$ cat src/rtl/nand_gate.sv
// Bitwise NAND of two WIDTH-bit operands with a combinational result and a
// one-cycle registered, valid-qualified result carrying all-ones and popcount status.
module nand_gate #(
    parameter int WIDTH = 4
) (
    input  logic                       clk,
    input  logic                       rst,
    input  logic [WIDTH-1:0]           A,
    input  logic [WIDTH-1:0]           B,
    input  logic                       in_valid,
    output logic [WIDTH-1:0]           Y_comb,
    output logic [WIDTH-1:0]           Y,
    output logic                       out_valid,
    output logic                       all_ones,
    output logic [$clog2(WIDTH+1)-1:0] ones_cnt
);

    localparam int CNT_W = $clog2(WIDTH + 1);

    logic [WIDTH-1:0] y_d, y_q;
    logic             valid_d, valid_q;
    logic             all_ones_d, all_ones_q;
    logic [CNT_W-1:0] cnt_d, cnt_q;

    function automatic logic [CNT_W-1:0] popcount(input logic [WIDTH-1:0] v);
        logic [CNT_W-1:0] c;
        logic [WIDTH-1:0] t;
        c = '0;
        for (int unsigned i = 0; i < WIDTH; i++) begin
            t = v >> i;
            c = c + CNT_W'(t[0]);
        end
        return c;
    endfunction

    assign Y_comb = ~(A & B);

    // Status is derived from the same value that lands in Y, so the flags can never disagree with it.
    always_comb begin
        valid_d    = in_valid;
        y_d        = y_q;
        all_ones_d = all_ones_q;
        cnt_d      = cnt_q;
        if (in_valid) begin
            y_d        = Y_comb;
            all_ones_d = &Y_comb;
            cnt_d      = popcount(Y_comb);
        end
    end

    always_ff @(posedge clk or posedge rst) begin
        if (rst) begin
            y_q        <= '1;
            valid_q    <= 1'b0;
            all_ones_q <= 1'b1;
            cnt_q      <= CNT_W'(WIDTH);
        end else begin
            y_q        <= y_d;
            valid_q    <= valid_d;
            all_ones_q <= all_ones_d;
            cnt_q      <= cnt_d;
        end
    end

    assign Y         = y_q;
    assign out_valid = valid_q;
    assign all_ones  = all_ones_q;
    assign ones_cnt  = cnt_q;

endmodule

$ cat config.mk
export PLATFORM = sky130hd
export DESIGN_NAME = nand_gate
export DESIGN_NICKNAME = d
export VERILOG_FILES = /design/src/rtl/nand_gate.sv
export SDC_FILE = /design/constraint.sdc
export NUM_CORES = 1
export LEC_CHECK = 0
export CAP_MARGIN = 20
export CORE_MARGIN = 5
export CORE_UTILIZATION = 31
export DETAILED_ROUTE_END_ITERATION = 16
export PLACE_DENSITY = 0.7
export SYNTH_ARGS = -nofsm -noshare
export SYNTH_HDL_FRONTEND = slang
export SYNTH_SLANG_ARGS = --single-unit
export TNS_END_PERCENT = 5
$ cat constraint.sdc
create_clock -name clk -period 0.8 [get_ports clk]
set_input_delay 0.24 -clock clk [delete_from_list [all_inputs] [get_ports clk]]
set_output_delay 0.24 -clock clk [all_outputs]
set_load 0.01 [all_outputs]
After elaboration in Yosys (flattened, before gate mapping):

Cells that the tools add are included.

* flip-flop bits (word level): 9
* bits of input ports: 11

* add/sub/neg operators: 3
* reductions and logical operators: 1
* bitwise operators: 2

Operator list (count)
* bitwise AND 4 bit: 1
* inverter 4 bit: 1
* AND reduction 4 bit: 1
* adder 2 x 1 -> 3 bit: 1
* adder 3 x 1 -> 3 bit: 1
* adder 1 x 1 -> 2 bit: 1

Logic depth before layout (Yosys ltp):

* word-level depth: 5
* depth in mapped cells: 5
* depth with buffers taken out: 5

Worst setup path before layout:

Ideal clock, no wire load.

* path type: input to register
* from: input A[0]
* to: register cnt_q[1], in the netlist ones_cnt[1]
* slack: -0.870 ns
* setup time: 0.125 ns
* arrival time: 1.546 ns
* stages on the path: 5
* cells stage by stage: nand2_1 fa_1 ha_1 ha_1 mux2_2

* longest elaborated chain between the ends: 5

RTL lines
* start, declared: line 8 `input logic [WIDTH-1:0] A,`
* bitwise AND 4 bit: line 36 `assign Y_comb = ~(A & B);`
* inverter 4 bit: line 36
* adder 1 x 1 -> 2 bit: line 31 `c = c + CNT_W'(t[0]);`
* adder 2 x 1 -> 3 bit: line 31
* adder 3 x 1 -> 3 bit: line 31
* end signal, assigned: line 56 `cnt_q <= CNT_W'(WIDTH);`
* end signal, assigned: line 61 `cnt_q <= cnt_d;`
* end, declared: line 23 `logic [CNT_W-1:0] cnt_d, cnt_q;`

No other way between the ends.
A chain may end at the register's enable or synchronous reset.

Final worst setup path:

* from: input A[1]
* to: register cnt_q[1], in the netlist ones_cnt[1]

The elaborated chain is that of the path after synthesis.

==> results.json <==
{
  "outcome": "finished with violations",
  "violations": "negative setup slack",
  "synth_fp_nets": 47,
  "peakVddDrop_mv": 1.031,
  "gp_congestion": 0.7289,
  "start_util_pct": 32.33,
  "final_antenna_net_count": 0,
  "finalWirelength_um": 1078,
  "die_w_um": 46.61,
  "r2r_slack_ns": -0.01,
  "antenna_found_initial": 0,
  "r2r-start": "all_ones",
  "rsz0062_at_grt": "yes",
  "drc": 0,
  "setup_viol": 21,
  "synth_top_area_share_pct": 37.95,
  "cp-startpoint": "A[1]",
  "clk_pin_slew_ns": 0.06,
  "path_max_fanout": 2,
  "r2r-end": "all_ones",
  "ys_ff_latch": 9,
  "switchingPower_mw": 0.3536,
  "maxCapViolations": 0,
  "fillCellCount": 105,
  "skew_ns": 0,
  "cts_sinks": 9,
  "power.leakage_nw": 0.3755,
  "start_kind": "input pin",
  "yosys_most_used_dff": "dfstp_2",
  "min_path_type": "in2reg",
  "layout_setup_ws_ns": -0.5952,
  "synth_area_um2": 415.4,
  "htree_levels": 1,
  "dr.pass1.iters": 3,
  "die_y_um": 46.61,
  "layout-drive-gt1-share_pct": 68.25,
  "power_frac_comb_pct": 31.2,
  "pwr-share-seq_pct": 43.0,
  "worstPathArrival_ns": 1.53,
  "period_share_pct": 174.4,
  "syn_area_per_cell_um2": 12.98,
  "ctsHoldBuffers": 0,
  "grtUsageTotal_pct": 11.68,
  "clockPowerShare_pct": 25.7,
  "fp-row-count": 13,
  "overflow": 0,
  "vias": 367,
  "port_buffers": 23,
  "clk_latency_ns": 0.25,
  "sw_frac_of_total_pct": 26.43,
  "slew-limit-headroom_pct": 80.56,
  "crit_chain": "buf_8 -> nand2_8 -> fa_1 -> ha_2 -> ha_4 -> mux2_4",
  "wire_per_inst_um": 13.82,
  "drv_slew": 0,
  "cp_data_required_time_ns": 0.94,
  "area_delta_synth_final_pct": 92.47,
  "critical_path_class": "in2reg",
  "reg2reg_depth": 2,
  "async_reset_ff_share_pct": 100.0,
  "cp-endpoint": "ones_cnt[1]",
  "fmax_mhz": 716.8,
  "core-area_um2": 1285,
  "nets": 79,
  "finalHoldViolCount": 0,
  "grt_pass1_wl_um": 1731,
  "dieArea_um2": 2172,
  "synth.distinct_cells": 13,
  "yosysSeqAreaShare_pct": 56.02,
  "synth_area_leaders": "dfstp_2, dfrtp_1, ha_1",
  "post_cts_buffers": 0,
  "ioPinCount": 24,
  "final_common_cell": "buf_6",
  "cts_root_buf": "clkbuf_4",
  "grt_pass1_vias": 373,
  "powerDensity_nw_per_um2": 1674,
  "yosysWarnings": 0,
  "place_hpwl_um": 827.1,
  "internal-power_mw": 0.9844,
  "netlist_instances": 32,
  "diodes": 0,
  "p_total_mw": 1.338,
  "layout_common_cells": "buf_6, dfstp_2, nor2_1, a31oi_1",
  "slowest_stage": "fa_1",
  "grt_max_degree": 10,
  "period_minus_slack_ns": 1.395,
  "viasPerCell": 4.705,
  "drt-initial-drc-count": 8,
  "cpPeakStageDelay_ns": 0.53,
  "cts_max_path_buffers": 2,
  "worst_slew_pin_slew_ns": 0.2916,
  "final.setup.tns_ns": -4.548,
  "cts_buffers": 3,
  "crit_path_end_kind": "register",
  "synth_edf_count": 0,
  "cts_tree": "built",
  "synth_area_leader_cell": "dfstp_2"
}
[worst min path at each step]
stage,cells past startpoint,slack [ns],to,startpoint
floorplan,1,0.06,ones_cnt[0],rst
global placement,2,0.48,Y[2],Y[2]
detailed placement,2,0.48,Y[3],Y[3]
CTS,2,0.13,Y[0],B[0]
global route,2,0.12,Y[0],B[0]
finish,2,0.14,Y[0],B[0]
[routing by layer]
| layer | vias to the layer above | GRT usage, % | part of all wire (%) |
|---|---|---|---|
| met3 | 2 | 2.734 | 8.4 |
| met4 | 0 | 6.818 | 1.5 |
| li1 | 173 | - | - |
| met1 | 179 | 15.75 | 42 |
| met5 | - | 0 | 0 |
| met2 | 13 | 16.76 | 48 |
[registers in the layout, indices dropped and copies added, names as in the netlist]
signal,count
Y,4
all_ones,1
ones_cnt,3
out_valid,1
[power groups by stage]
stage,combinational [mW],clock [mW],sequential (mW)
3_3_place_gp,0.426,0,0.574
4_1_cts,0.420,0.359,0.576
3_5_place_dp,0.432,0,0.575
5_1_grt,0.452,0.398,0.585
2_1_floorplan,0.143,0,0.603
6_report,0.418,0.344,0.576
[per-stage QoR]
step                      std cells  instance area [um^2]  setup slack (ns)  utilization (%)  hold WS, ns
after floorplan                  32                 460.4           -0.7470                -      0.06362
after global placement           74                 748.2            -1.375            58.23       0.4771
after detailed placement         74                 748.2            -1.398            58.23       0.4807
after CTS                        78                 789.5           -0.5995            61.44       0.1305
after global routing             78                 799.5           -0.6025            62.22       0.1238
final                            78                 799.5           -0.5952            62.22       0.1380
[cells in the mapped netlist, types with 2 or more instances]
library cell	number
nor2_1	4
a31oi_1	4
dfstp_2	6
mux2_2	2
nand2_1	4
ha_1	3
dfrtp_1	3
[layout make-up]
type | instances | area [um^2] | share of cell area [%]
clock buffers | 4 | 26.28 | 3.286
inverters | 1 | 3.754 | 0.4695
multi-input cells | 21 | 220.2 | 27.54
repair buffers | 28 | 297.8 | 37.25
flip-flops and latches | 9 | 232.7 | 29.11
well taps | 15 | 18.77 | 2.347
[critical path, delay by kind of cell]
| kind | cells | cell delay, ns |
|---|---|---|
| buffers and inverters | 1 | 0.09 |
| multiplexers | 1 | 0.25 |
| adder cells (fa/ha/maj) | 3 | 0.90 |
| AND/OR/NAND/NOR | 1 | 0.05 |
[cell families after synthesis]
family,after synthesis,share of synthesized area [%]
compound gates,5,8.734
simple gates,9,8.734
flops,9,56.02
fa+ha+maj,4,13.86
buf+inv,2,3.613
mux,3,9.035
[what timing repair did]
action	CTS	global route
pin swaps	2	0
resized for setup	98	6
setup endpoints to repair	21	21
(Power assumes the default switching activity.)
